$ cat config.mk
export PLATFORM = sky130hd
export DESIGN_NAME = hub75_capture_flat
export DESIGN_NICKNAME = d
export VERILOG_FILES = /design/src/rtl/hub75_pkg.sv /design/src/rtl/hub75_capture_if.sv /design/src/rtl/hub75_edge_sync.sv /design/src/rtl/hub75_capture.sv /design/src/flat_wrapper.sv
export SDC_FILE = /design/constraint.sdc
export NUM_CORES = 1
export LEC_CHECK = 0
export BUFFER_PORTS_ARGS = -buffer_cell sky130_fd_sc_hd__buf_2
export CORE_MARGIN = 3
export CORE_UTILIZATION = 44
export CTS_CLUSTER_DIAMETER = 50
export DETAILED_ROUTE_END_ITERATION = 10
export GPL_TIMING_DRIVEN = 0
export PLACE_DENSITY = 0.75
export SLEW_MARGIN = 20
export SYNTH_ARGS = -nofsm -noshare
export SYNTH_HDL_FRONTEND = slang
export SYNTH_SLANG_ARGS = --single-unit
export TNS_END_PERCENT = 1
$ cat constraint.sdc
create_clock -name clk_in -period 1.74 [get_ports clk_in]
set_clock_uncertainty 0.2 [all_clocks]
set_input_delay 0.174 -clock clk_in [delete_from_list [all_inputs] [get_ports clk_in]]
set_output_delay 0.174 -clock clk_in [all_outputs]
set_load 0.01 [all_outputs]
$ cat src/rtl/hub75_pkg.sv
// Shared types and sizing helpers for the HUB75 capture block.
//   rgb_t        - one pixel as shifted on a HUB75 data triple {r,g,b}
//   buf_state_e  - occupancy of the captured-row output buffer
//   row_width()  - packed row width for a given column count
//   addr_width() - row-address width for a given scan rate
package hub75_pkg;

  typedef struct packed {
    logic r;
    logic g;
    logic b;
  } rgb_t;

  localparam int RGB_W         = $bits(rgb_t);
  localparam int DEF_NUM_COLS  = 64;
  localparam int DEF_SCAN_RATE = 32;

  localparam int ROW_W  = DEF_NUM_COLS * RGB_W;
  localparam int ADDR_W = $clog2(DEF_SCAN_RATE);

  typedef enum logic {
    EMPTY = 1'b0,
    FULL  = 1'b1
  } buf_state_e;

  function automatic int row_width(input int cols);
    return cols * RGB_W;
  endfunction

  function automatic int addr_width(input int rows);
    return (rows > 1) ? $clog2(rows) : 1;
  endfunction

endpackage

$ cat src/rtl/hub75_capture_if.sv
// Captured-row stream between hub75_capture (master) and its consumer (slave).
//   row_valid_out / row_ready_in - valid/ready handshake
//   row_addr_out                 - row address sampled at latch
//   row_top_out / row_bot_out    - packed rows, pixel i at [3i+2:3i]
//   pixel_count_out              - shift clocks seen before the latch
//   oe_cycles_out                - system-clock cycles OE was active for the row
interface hub75_capture_if
  import hub75_pkg::*;
#(
  parameter int NUM_COLS  = DEF_NUM_COLS,
  parameter int SCAN_RATE = DEF_SCAN_RATE,
  parameter int OE_CNT_W  = 16
) ();

  logic                              row_valid_out;
  logic                              row_ready_in;
  logic [$clog2(SCAN_RATE)-1:0]      row_addr_out;
  logic [NUM_COLS*RGB_W-1:0]         row_top_out;
  logic [NUM_COLS*RGB_W-1:0]         row_bot_out;
  logic [$clog2(NUM_COLS+1)-1:0]     pixel_count_out;
  logic [OE_CNT_W-1:0]               oe_cycles_out;

  modport master (
    output row_valid_out, row_addr_out, row_top_out, row_bot_out,
           pixel_count_out, oe_cycles_out,
    input  row_ready_in
  );

  modport slave (
    input  row_valid_out, row_addr_out, row_top_out, row_bot_out,
           pixel_count_out, oe_cycles_out,
    output row_ready_in
  );

endinterface

$ cat src/rtl/hub75_edge_sync.sv
// Two-flop synchronizer with a delayed copy and a rising-edge pulse.
//   clk_in    - system clock
//   rst_in    - asynchronous active-low reset (clears all stages)
//   data_in   - asynchronous inputs
//   level_out - synchronized level (second stage)
//   rise_out  - one-cycle pulse when level_out goes 0 -> 1
// Every bus using this block sees the same depth, so control edges and
// data stay aligned after synchronization.
module hub75_edge_sync #(
  parameter int WIDTH = 1
) (
  input  logic             clk_in,
  input  logic             rst_in,
  input  logic [WIDTH-1:0] data_in,
  output logic [WIDTH-1:0] level_out,
  output logic [WIDTH-1:0] rise_out
);

  logic [WIDTH-1:0] s1;
  logic [WIDTH-1:0] s2;
  logic [WIDTH-1:0] s3;

  always_ff @(posedge clk_in or negedge rst_in) begin
    if (!rst_in) begin
      s1 <= '0;
      s2 <= '0;
      s3 <= '0;
    end else begin
      s1 <= data_in;
      s2 <= s1;
      s3 <= s2;
    end
  end

  assign level_out = s2;
  assign rise_out  = s2 & ~s3;

endmodule

$ cat src/rtl/hub75_capture.sv
// HUB75 receive-side capture: oversamples the panel pins on clk_in, rebuilds
// each shifted row and offers it on a valid/ready stream.
//   clk_in, rst_in          - system clock, asynchronous active-low reset
//   hub75_clk_in            - panel shift clock (rising edge shifts)
//   hub75_latch_in          - panel latch (rising edge commits a row)
//   hub75_oe_in             - output enable, active low
//   hub75_addr_in           - row address
//   hub75_rgb0_in/rgb1_in   - top/bottom half pixel bits {r,g,b}
//   row_if (master)         - captured row stream
//   len_err_out             - pulse: committed row had a pixel count != NUM_COLS
//   overrun_out             - sticky: a row was dropped while the buffer was full
//
// Output buffer FSM
//   state | meaning
//   EMPTY | no row held, row_valid_out low
//   FULL  | row held, outputs frozen until accepted
module hub75_capture
  import hub75_pkg::*;
#(
  parameter int NUM_COLS  = DEF_NUM_COLS,
  parameter int SCAN_RATE = DEF_SCAN_RATE,
  parameter int OE_CNT_W  = 16
) (
  input  logic                         clk_in,
  input  logic                         rst_in,
  input  logic                         hub75_clk_in,
  input  logic                         hub75_latch_in,
  input  logic                         hub75_oe_in,
  input  logic [$clog2(SCAN_RATE)-1:0] hub75_addr_in,
  input  logic [2:0]                   hub75_rgb0_in,
  input  logic [2:0]                   hub75_rgb1_in,
  hub75_capture_if.master              row_if,
  output logic                         len_err_out,
  output logic                         overrun_out
);

  localparam int AW = addr_width(SCAN_RATE);
  localparam int RW = row_width(NUM_COLS);
  localparam int CW = $clog2(NUM_COLS + 1);
  localparam int DW = 1 + AW + 2 * RGB_W;
  localparam logic [CW-1:0] FULL_ROW = CW'(NUM_COLS);

  logic [1:0]    ctrl_rise;
  logic [1:0]    ctrl_level_unused;
  logic [DW-1:0] data_sync;
  logic [DW-1:0] data_rise_unused;

  logic          shift_rise;
  logic          latch_rise;
  logic          oe_on;
  logic [AW-1:0] addr_s;
  rgb_t          rgb0_s;
  rgb_t          rgb1_s;

  logic [RW-1:0]       top_sr, bot_sr;
  logic [RW-1:0]       top_nx, bot_nx;
  logic [CW-1:0]       pix_cnt, pix_nx;
  logic [OE_CNT_W-1:0] oe_cnt, oe_nx;

  buf_state_e state_q, state_nx;
  logic       load_row;
  logic       drop_row;

  hub75_edge_sync #(.WIDTH(2)) u_ctrl_sync (
    .clk_in    (clk_in),
    .rst_in    (rst_in),
    .data_in   ({hub75_clk_in, hub75_latch_in}),
    .level_out (ctrl_level_unused),
    .rise_out  (ctrl_rise)
  );

  // OE is inverted before synchronizing so the cleared synchronizer reads
  // as "panel dark" and does not count cycles straight out of reset.
  hub75_edge_sync #(.WIDTH(DW)) u_data_sync (
    .clk_in    (clk_in),
    .rst_in    (rst_in),
    .data_in   ({~hub75_oe_in, hub75_addr_in, hub75_rgb0_in, hub75_rgb1_in}),
    .level_out (data_sync),
    .rise_out  (data_rise_unused)
  );

  assign shift_rise = ctrl_rise[1];
  assign latch_rise = ctrl_rise[0];
  assign oe_on      = data_sync[DW-1];
  assign addr_s     = data_sync[2*RGB_W +: AW];
  assign rgb0_s     = data_sync[RGB_W +: RGB_W];
  assign rgb1_s     = data_sync[0 +: RGB_W];

  // Next-value view of the shift path; a latch in the same cycle as a shift
  // commits these, so the new pixel is part of the row and of its count.
  always_comb begin
    top_nx = top_sr;
    bot_nx = bot_sr;
    pix_nx = pix_cnt;
    oe_nx  = oe_cnt;
    if (shift_rise) begin
      top_nx = {top_sr[RW-RGB_W-1:0], rgb0_s};
      bot_nx = {bot_sr[RW-RGB_W-1:0], rgb1_s};
      if (pix_cnt != '1) pix_nx = pix_cnt + 1'b1;
    end
    if (oe_on && (oe_cnt != '1)) oe_nx = oe_cnt + 1'b1;
  end

  always_comb begin
    state_nx = state_q;
    load_row = 1'b0;
    drop_row = 1'b0;
    case (state_q)
      EMPTY: begin
        if (latch_rise) begin
          load_row = 1'b1;
          state_nx = FULL;
        end
      end
      FULL: begin
        if (latch_rise && row_if.row_ready_in) begin
          load_row = 1'b1;
        end else if (latch_rise) begin
          drop_row = 1'b1;
        end else if (row_if.row_ready_in) begin
          state_nx = EMPTY;
        end
      end
      default: state_nx = EMPTY;
    endcase
  end

  always_ff @(posedge clk_in or negedge rst_in) begin
    if (!rst_in) state_q <= EMPTY;
    else         state_q <= state_nx;
  end

  assign row_if.row_valid_out = (state_q == FULL);

  // Counters restart on every latch edge, including dropped rows; the shift
  // registers are never cleared.
  always_ff @(posedge clk_in or negedge rst_in) begin
    if (!rst_in) begin
      top_sr  <= '0;
      bot_sr  <= '0;
      pix_cnt <= '0;
      oe_cnt  <= '0;
    end else begin
      top_sr  <= top_nx;
      bot_sr  <= bot_nx;
      pix_cnt <= latch_rise ? '0 : pix_nx;
      oe_cnt  <= latch_rise ? '0 : oe_nx;
    end
  end

  always_ff @(posedge clk_in or negedge rst_in) begin
    if (!rst_in) begin
      row_if.row_addr_out    <= '0;
      row_if.row_top_out     <= '0;
      row_if.row_bot_out     <= '0;
      row_if.pixel_count_out <= '0;
      row_if.oe_cycles_out   <= '0;
      len_err_out            <= 1'b0;
      overrun_out            <= 1'b0;
    end else begin
      len_err_out <= load_row && (pix_nx != FULL_ROW);
      if (drop_row) overrun_out <= 1'b1;
      if (load_row) begin
        row_if.row_addr_out    <= addr_s;
        row_if.row_top_out     <= top_nx;
        row_if.row_bot_out     <= bot_nx;
        row_if.pixel_count_out <= pix_nx;
        row_if.oe_cycles_out   <= oe_nx;
      end
    end
  end

endmodule

$ cat src/flat_wrapper.sv
// flat-port wrapper written by rule: the top's interface ports become plain ports
module hub75_capture_flat import hub75_pkg::*;
#(
  parameter int NUM_COLS  = DEF_NUM_COLS,
  parameter int SCAN_RATE = DEF_SCAN_RATE,
  parameter int OE_CNT_W  = 16
)
  (clk_in, rst_in, hub75_clk_in, hub75_latch_in, hub75_oe_in, hub75_addr_in, hub75_rgb0_in, hub75_rgb1_in, len_err_out, overrun_out, row_if_row_valid_out, row_if_row_addr_out, row_if_row_top_out, row_if_row_bot_out, row_if_pixel_count_out, row_if_oe_cycles_out, row_if_row_ready_in);
  hub75_capture_if #(.NUM_COLS(NUM_COLS), .SCAN_RATE(SCAN_RATE), .OE_CNT_W(OE_CNT_W)) row_if_i ();
  input  logic clk_in;
  input  logic rst_in;
  input  logic hub75_clk_in;
  input  logic hub75_latch_in;
  input  logic hub75_oe_in;
  input  logic [$clog2(SCAN_RATE)-1:0] hub75_addr_in;
  input  logic [2:0] hub75_rgb0_in;
  input  logic [2:0] hub75_rgb1_in;
  output logic len_err_out;
  output logic overrun_out;
  output wire logic [$bits(row_if_i.row_valid_out)-1:0] row_if_row_valid_out;
  output wire logic [$bits(row_if_i.row_addr_out)-1:0] row_if_row_addr_out;
  output wire logic [$bits(row_if_i.row_top_out)-1:0] row_if_row_top_out;
  output wire logic [$bits(row_if_i.row_bot_out)-1:0] row_if_row_bot_out;
  output wire logic [$bits(row_if_i.pixel_count_out)-1:0] row_if_pixel_count_out;
  output wire logic [$bits(row_if_i.oe_cycles_out)-1:0] row_if_oe_cycles_out;
  input wire logic [$bits(row_if_i.row_ready_in)-1:0] row_if_row_ready_in;
  assign row_if_row_valid_out = row_if_i.row_valid_out;
  assign row_if_row_addr_out = row_if_i.row_addr_out;
  assign row_if_row_top_out = row_if_i.row_top_out;
  assign row_if_row_bot_out = row_if_i.row_bot_out;
  assign row_if_pixel_count_out = row_if_i.pixel_count_out;
  assign row_if_oe_cycles_out = row_if_i.oe_cycles_out;
  assign row_if_i.row_ready_in = row_if_row_ready_in;
  hub75_capture #(.NUM_COLS(NUM_COLS), .SCAN_RATE(SCAN_RATE), .OE_CNT_W(OE_CNT_W)) u_core (.clk_in(clk_in), .rst_in(rst_in), .hub75_clk_in(hub75_clk_in), .hub75_latch_in(hub75_latch_in), .hub75_oe_in(hub75_oe_in), .hub75_addr_in(hub75_addr_in), .hub75_rgb0_in(hub75_rgb0_in), .hub75_rgb1_in(hub75_rgb1_in), .row_if(row_if_i), .len_err_out(len_err_out), .overrun_out(overrun_out));
endmodule
# == Word level (Yosys, flattened, before mapping) ==
# Index checks and enable logic that the tools add are counted.
# op_classes
n_eq_ne,3
mux,16
n_reduce_logical,3
add_sub_neg,2
bitwise,4
# op_table
op,n
192-bit 2-to-1 mux,2
16-bit 2-to-1 mux,2
7-bit 2-to-1 mux,3
16-bit by 1-bit adder with 16-bit output (second input constant),1
16-bit inequality test (second input constant),1
7-bit inequality test (second input constant),2
7-bit by 1-bit adder with 7-bit output (second input constant),1
1-bit 2-to-1 mux,7
1-bit case mux with 2 select lines,2
1-bit logical AND,3
2-bit AND,1
1-bit inverter,2
2-bit inverter,1
# word_totals
input_bits,17
register_bits,852
elab_cells,45
out_inout_bits,415

# == Logic depth before layout (Yosys ltp) ==
# Gate-level depths: netlist of the first run.
# logic_depth
word_depth,6
mapped_depth,8
ltp_nobuf,6

# == By module ==
# A second synthesis of the first run with hierarchy kept.
# hier_totals
hier_cells,1925
hier_area_um2,33732.4
# modules_own_cells
mod,instances,area_per_inst_um2,cells_each,seq_area_each_um2
hub75_capture,1,32488.7,1869,20569.7
hub75_edge_sync at u_core.u_data_sync,1,1066.0,48,900.9
hub75_edge_sync at u_core.u_ctrl_sync,1,177.7,8,150.1

# == Worst setup path after synthesis of the first run ==
# OpenSTA, ideal clock, no wires.
# synth_timing
path_type,register to register
from,reg u_core.pix_cnt[0]
to,reg u_core.row_if.pixel_count_out[3] (netlist bit)
path_buffers,0
t_required_ns,1.409
arrival_time_ns,1.426
setup_ns,0.131
setup_slack_ns,-0.017
period_less_slack_ns,1.757
stages_incl_launch_ff,7
path_cell_list,dfrtp_1 > ha_1 > nand3_1 > o21ai_1 > nor2_1 > xnor2_1 > o21ai_0
# synth_via
elab_chain_len,3
word_cells_on_any_way,4
cone_classes,add/sub: 1; eq/ne: 1; mux: 2
# synth_lines
element,line_no,source
from (decl),hub75_capture.sv:57,"logic [CW-1:0] pix_cnt, pix_nx;"
from (signal assigned),hub75_capture.sv:146,pix_cnt <= latch_rise ? '0 : pix_nx;
7-bit by 1-bit adder with 7-bit output or 7-bit inequality test (tied branches),hub75_capture.sv:99,if (pix_cnt != '1) pix_nx = pix_cnt + 1'b1;
7-bit 2-to-1 mux *,hub75_capture.sv:99,
7-bit 2-to-1 mux *,hub75_capture.sv:96,if (shift_rise) begin
to (signal assigned),hub75_capture.sv:167,row_if.pixel_count_out <= pix_nx;
to (decl),hub75_capture_if.sv:25,"pixel_count_out, oe_cycles_out,"
# Every way passes the cells marked *; elsewhere a longest branch is shown, timed or not.
# A chain may end at the register's enable or synchronous reset.

# == Worst setup path after layout of the first run ==
# layout_timing
from,reg u_core.oe_cnt[4]
to,reg u_core.row_if.oe_cycles_out[2] (netlist bit)
# layout_via
elab_chain_len,3
# layout_lines
element,line_no,source
from (decl),hub75_capture.sv:58,"logic [OE_CNT_W-1:0] oe_cnt, oe_nx;"
from (signal assigned),hub75_capture.sv:147,oe_cnt <= latch_rise ? '0 : oe_nx;
16-bit inequality test,hub75_capture.sv:101,if (oe_on && (oe_cnt != '1)) oe_nx = oe_cnt + 1'b1;
1-bit logical AND,hub75_capture.sv:101,
16-bit 2-to-1 mux,hub75_capture.sv:101,
to (signal assigned),hub75_capture.sv:168,row_if.oe_cycles_out <= oe_nx;
to (decl),hub75_capture_if.sv:25,
# No other way between the ends.

==> metrics.txt, run 1 <==
Yosys cell types 40; CTS root buf clkbuf_16; die area 0.0756 mm^2; worst r2r path cells 6; Slew HR 51.6%; fin. max-slew vios 0; Nets 4119; Sink Count 852; fmax 531 MHz; grt total ovfl 0; fillers 6011; fin cells 5113; vias in the first global route 24600; core area 0.0709 mm^2; Max Cap Viol 0; number of warnings issued by yosys 0; R2R Path End u_core.row_if.oe_cycles_out[2]; RSZ-0062 raised after global routing yes; Place WS -1.14 ns; Final Hold Fails 490; # IOs 432; worst setup path endpoint u_core.row_if.oe_cycles_out[2]; period utilization 108%; vias per cell 4.80; initial DRC count 1886; row count 97; Final setup viols 39; post-route antenna net violation count 0; worst ir drop on vdd 0.747 mV; Finished Core Util 56.6%; final WL 83.0 mm; die span in y 275 um; drt pass-1 iters 5; Net Count, Synth 3546; Worst setup startpoint u_core.oe_cnt[4]; initial antenna violation count 3; CTS Hold Bufs 27; port buffer count 431; crit path time final 1.88 ns; Critical Path AT 2.20 ns; startpoint types flip-flop; Routed wire per std cell 16.2 um; sequential share of the synthesized area 67.0%; DR vias 24533; Avg Cell Area, Syn 9.02 um^2; GRT Total Usage 21.9%; first-pass GRT wire length 132 mm; Die Wd 275 um; actual slew at the worst max-slew pin 0.727 ns; CTS max path bufs 3; critical-path maximum fanout 8; most frequent cells in the layout nand2_1, dfrtp_1, buf_2; Req. time, crit path 2.06 ns; clk slew on worst S/H paths 0.06 ns; worst hold slack -0.724 ns; Syn Inst Count 3527; latest clock arrival within the worst-skew pair 0.64 ns; setup ws final -0.142 ns; Hold WC Path Type primary input to async pin; largest net degree at the start of global routing 144; Inst Count DP 4904; status complete, but fails checks; area delta synth->final 26.1%; Remaining DRCs 0; clock tree from TritonCTS built; Leak Pwr 23.7 nW; gpl congestion 0.813; TritonCTS Buffers 92; starting density of the core 44.9%; failing checks hold timing, setup timing; DP HPWL 55.9 mm; Crit Reg-Reg Startpoint u_core.oe_cnt[4]; power density cells 1140 mW/mm^2; synthesis-stage register bit count 852; layout cell share with drive strength beyond 1 19.9%; most common cell after layout, fill and taps aside nand2_1; internal reg-to-reg setup slack -0.14 ns; Crit Path Class flip-flop to flip-flop; Cell Area, Synth 0.0318 mm^2; CTS H-tree lvls 3; Worst Setup End Kind flip-flop
metal layers:
metal	track usage, %	share of wire (%)	wire [um]	vias up
li1	-	-	-	11921
met1	28.7	43	35500	11834
met2	35.9	47	39300	606
met3	5.07	6.5	5400	170
met4	7.98	3.4	2810	2
met5	0	0.016	13	-
worst max-delay path, cell delays in order (launching register included):
cell      delay [ns]
dfrtp_1         0.36
and4_1          0.22
buf_6           0.14
nand4_4         0.18
o211ai_1        0.30
xor2_1          0.25
o21ai_1         0.10
where the power goes:
part / total [mW] / internal (mW) / switching, mW
Combinational: 3.80 / 1.31 / 2.49
Sequential: 21.5 / 20.9 / 0.613
Clock: 20.4 / 12.1 / 8.32
Total: 45.7 / 34.2 / 11.4
cell usage after synthesis:
library cell | count | area, um^2
a211oi_1 | 1 | 7.51
a21o_1 | 1 | 7.51
a21oi_1 | 3 | 15.0
a31oi_1 | 1 | 6.26
and2_1 | 2 | 12.5
and3_1 | 3 | 18.8
and3_2 | 2 | 15.0
and4_1 | 3 | 26.3
and4_2 | 2 | 20.0
buf_1 | 15 | 56.3
buf_2 | 59 | 295
buf_4 | 1 | 7.51
buf_6 | 2 | 22.5
clkbuf_1 | 105 | 394
dfrtp_1 | 852 | 21300
ha_1 | 2 | 25.0
inv_1 | 3 | 11.3
mux2_2 | 1 | 11.3
mux2i_1 | 5 | 50.1
nand2_1 | 2353 | 8830
nand2_2 | 1 | 6.26
nand2b_1 | 3 | 18.8
nand3_1 | 5 | 25.0
nand4_1 | 5 | 31.3
nand4_4 | 2 | 42.5
nand4b_1 | 1 | 8.76
nor2_1 | 31 | 116
nor2b_1 | 4 | 25.0
nor3_1 | 1 | 5.00
o2111ai_1 | 3 | 26.3
o211ai_1 | 3 | 22.5
o21a_1 | 1 | 7.51
o21ai_0 | 25 | 125
o21ai_1 | 4 | 20.0
o21ai_2 | 3 | 26.3
o31ai_1 | 1 | 7.51
o32ai_1 | 1 | 8.76
or4_4 | 1 | 11.3
xnor2_1 | 4 | 35.0
xor2_1 | 12 | 105
cell families after synthesis:
logic type / after synthesis / share of synthesized area, %
fa+ha+maj: 2 / 0.0786
compound gates: 47 / 0.881
flops: 852 / 67.0
buf+inv: 185 / 2.47
mux: 6 / 0.193
simple gates: 2419 / 29.0
xor+xnor: 16 / 0.440
through the flow:
step | area [um^2] | total power [mW] | TNS (ns)
3_5_place_dp | 35300 | 25.2 | -611.15
4_1_cts | 39900 | 46.0 | -0.842
5_1_grt | 40100 | 47.5 | -27.36
6_report | 40100 | 45.7 | -1.25
3_3_place_gp | 35200 | 25.1 | -
2_1_floorplan | 31800 | 23.4 | 0
area by class of cell:
cell class                 count  area [um^2]  share of cell area (%)
multi-input combinational   2490         9890                    24.6
antenna                        2         5.00                  0.0125
sequential                   852        21300                    53.1
clock buffer                 122         2620                    6.51
tap                          940         1180                    2.93
timing repair buffer         479         2750                    6.85
inverter                       3         11.3                  0.0281
buffer                       182         1740                    4.35
clock inverter                43          621                    1.55
registers in the layout, summed over array words and instances (netlist names):
name                           cells
u_core.u_ctrl_sync.s1              2
u_core.row_if.row_addr_out         5
u_core.oe_cnt                     16
u_core.top_sr                    192
u_core.row_if.row_valid_out        1
u_core.row_if.row_top_out        192
u_core.row_if.oe_cycles_out       16
u_core.u_ctrl_sync.level_out       2
u_core.row_if.pixel_count_out      7
u_core.u_data_sync.level_out      12
u_core.u_data_sync.s1             12
u_core.len_err_out                 1
u_core.row_if.row_bot_out        192
u_core.bot_sr                    192
u_core.pix_cnt                     7
u_core.overrun_out                 1
u_core.u_ctrl_sync.s3              2
how the worst min path moves through the flow:
stage | endpoint | startpoint | slack, ns
floorplan | u_core.bot_sr[0] | rst_in | -0.32
global placement | u_core.u_data_sync.s1[6] | hub75_addr_in[0] | 0.08
detailed placement | u_core.row_if.row_top_out[129] | rst_in | -0.02
CTS | u_core.row_if.row_top_out[129] | rst_in | -0.72
global route | u_core.top_sr[129] | rst_in | -0.69
finish | u_core.top_sr[129] | rst_in | -0.72
timing repair:
action                                 CTS  global route
endpoints found under the hold margin  507           215
cloned                                   1             0
resized for setup                      327           110
setup endpoints to repair              817           439
pin swaps                               11             9
buffers inserted                        12             2
No activity file was read; power rests on OpenSTA's default activity.
==> inputs of run 2 (changes only) <==
--- a/config.mk
+++ b/config.mk
@@ -12,6 +12,7 @@
 export DETAILED_ROUTE_END_ITERATION = 10
 export GPL_TIMING_DRIVEN = 0
 export PLACE_DENSITY = 0.75
+export SKIP_CTS_REPAIR_TIMING = 1
 export SLEW_MARGIN = 20
 export SYNTH_ARGS = -nofsm -noshare
 export SYNTH_HDL_FRONTEND = slang
==> run 2 against run 1 <==
- the flow still finishes with violations (hold timing, setup timing)
- cell area decreased by 0.97%
- core utilization decreased by 0.55 points
- wire length decreased by 0.75%
- die area unchanged
- maximum frequency decreased by 1.8%
- sequential power about the same
- global-route usage decreased by 0.37 points
- sequential cell count unchanged
- final cell count decreased by 0.22%
- sequential share of layout area increased by 0.51 points
- critical endpoint is now u_core.len_err_out
==> metrics.txt, run 2 (same netlist as run 1, synthesis figures left out) <==
status complete, but fails checks; failing checks hold timing, setup timing; crit path time final 1.92 ns (+0.0345 ns); first-pass GRT wire length 129 mm (-1.9%); Max Cap Viol 0 (unchanged); latest clock arrival within the worst-skew pair 0.64 ns (about the same); largest net degree at the start of global routing 144 (unchanged); layout cell share with drive strength beyond 1 19.5% (-0.40 points); port buffer count 431 (unchanged); most frequent cells in the layout nand2_1, dfrtp_1, buf_2; core area 0.0709 mm^2 (unchanged); Finished Core Util 56.1% (-0.55 points); GRT Total Usage 21.6% (-0.37 points); CTS H-tree lvls 3 (unchanged); power density cells 1150 mW/mm^2 (+0.72%); Inst Count DP 4904 (unchanged); worst ir drop on vdd 0.749 mV (+0.26%); row count 97 (unchanged); DP HPWL 55.9 mm (unchanged); Routed wire per std cell 16.2 um (-0.54%); starting density of the core 44.9% (unchanged); Critical Path AT 2.19 ns (about the same); actual slew at the worst max-slew pin 0.716 ns (-0.0110 ns); fin cells 5102 (-0.22%); DR vias 24459 (-0.30%); Crit-path slowest cell dfrtp_1; CTS root buf clkbuf_16; Stages on worst setup path 6 (unchanged); clk slew on worst S/H paths 0.06 ns (about the same); drt pass-1 iters 8 (+3); Sink Count 852 (unchanged); Power Total 45.5 mW (-0.26%); Req. time, crit path 2.02 ns (-0.04 ns); final WL 82.4 mm (-0.75%); CP bufs+invs 1 (unchanged); CP cell instances nand2b_1 > buf_12 > nor3_4 > mux2i_2 > o21a_1 > a31oi_1; RSZ-0062 raised after global routing yes; CTS max path bufs 3 (unchanged); most common cell after layout, fill and taps aside nand2_1; Die Wd 275 um (unchanged); DP Area 0.0353 mm^2 (unchanged); vias in the first global route 24213 (-1.6%); die span in y 275 um (unchanged); Worst Setup End Kind flip-flop; gpl congestion 0.813 (unchanged); clock tree from TritonCTS built; Nets 4108 (-0.27%); area delta synth->final 24.9%; critical-path maximum fanout 10 (+2); Final setup viols 256 (+560%); post-route antenna net violation count 0 (unchanged); Final Hold Fails 490 (unchanged); Leak Pwr 23.5 nW (-0.64%); period utilization 110% (+2.0 points); TritonCTS Buffers 92 (unchanged); initial antenna violation count 2 (-1); Remaining DRCs 0 (unchanged); post-route cell area 0.0397 mm^2 (-0.97%); grt total ovfl 0 (unchanged); Slew HR 52.3% (+0.73 points); Crit Path Class flip-flop to flip-flop; Hold WC Path Type primary input to async pin; startpoint types flip-flop; initial DRC count 1882 (-0.21%); top cell family by delay on the critical path simple AND/OR/NAND/NOR gates; Place WS -1.14 ns (unchanged); vias per cell 4.79 (about the same); worst r2r path cells 6 (unchanged); fin. max-slew vios 0 (unchanged); setup ws final -0.176 ns (-0.0345 ns); die area 0.0756 mm^2 (unchanged); worst hold slack -0.718 ns (+0.00604 ns); critical path's largest stage delay 0.40 ns (+0.04 ns); fmax 522 MHz (-1.8%); # IOs 432 (unchanged)
==> run 2: cell count changes in the layout (fill, tap and decap cells not counted), moves of 7 or more <==
cell	change
nand2_1	+7
buf_4	+16
clkbuf_8	-27
buf_6	-9
clkbuf_4	+21
nand2_2	-7
==> run 2: final cells by class <==
type	instances	area [um^2]
Fill cell	6065	31100
Sequential cell	852	21300
Multi-Input combinational cell	2490	9870
Timing Repair Buffer	468	2640
Clock buffer	122	2620
Buffer	182	1490
Tap cell	940	1180
Clock inverter	43	621
Inverter	3	11.3
Antenna cell	2	5.00
==> run 2: worst paths after layout <==
| kind | start | end | slack, ns |
|---|---|---|---|
| max in group asynchronous | rst_in | u_core.top_sr[22] | 0.32 |
| min | rst_in | u_core.top_sr[129] | -0.72 |
| max reg2reg | u_core.u_ctrl_sync.s3[1] | u_core.len_err_out | -0.18 |
| min reg2reg | u_core.u_ctrl_sync.s1[1] | u_core.u_ctrl_sync.level_out[1] | 0.15 |
| max | u_core.u_ctrl_sync.s3[1] | u_core.len_err_out | -0.18 |
| min in group clk_in | hub75_rgb0_in[2] | u_core.u_data_sync.s1[5] | 0 |
==> run 2: layer usage <==
layer  vias up  GRT usage (%)  part of all wire (%)  wire (um)
li1      11905              -                     -          -
met3       160           5.43                   6.5       5330
met4         2           8.82                   3.6       2940
met1     11771           28.1                    43      35100
met2       621           34.6                    47      39000
met5         -              0                 0.016         13
==> run 2: metrics by stage <==
stage,hold slack [ns],TNS [ns]
after global placement,0.0817,-
after global routing,-0.693,-31.45
after floorplan,-0.322,0
after detailed placement,-0.0198,-611.15
final,-0.718,-6.44
after CTS,-0.720,-541.94
==> run 2: power by group <==
group / internal [mW] / total (mW) / switching [mW]
Sequential: 20.9 / 21.5 / 0.618
Combinational: 1.25 / 3.71 / 2.46
Clock: 12.1 / 20.4 / 8.29
==> run 2: worst register-to-register path, stage by stage, from the launching register on <==
cell      delay, ns
dfrtp_1        0.40
nand2b_1       0.20
buf_12         0.18
nor3_4         0.22
mux2i_2        0.31
o21a_1         0.17
a31oi_1        0.07
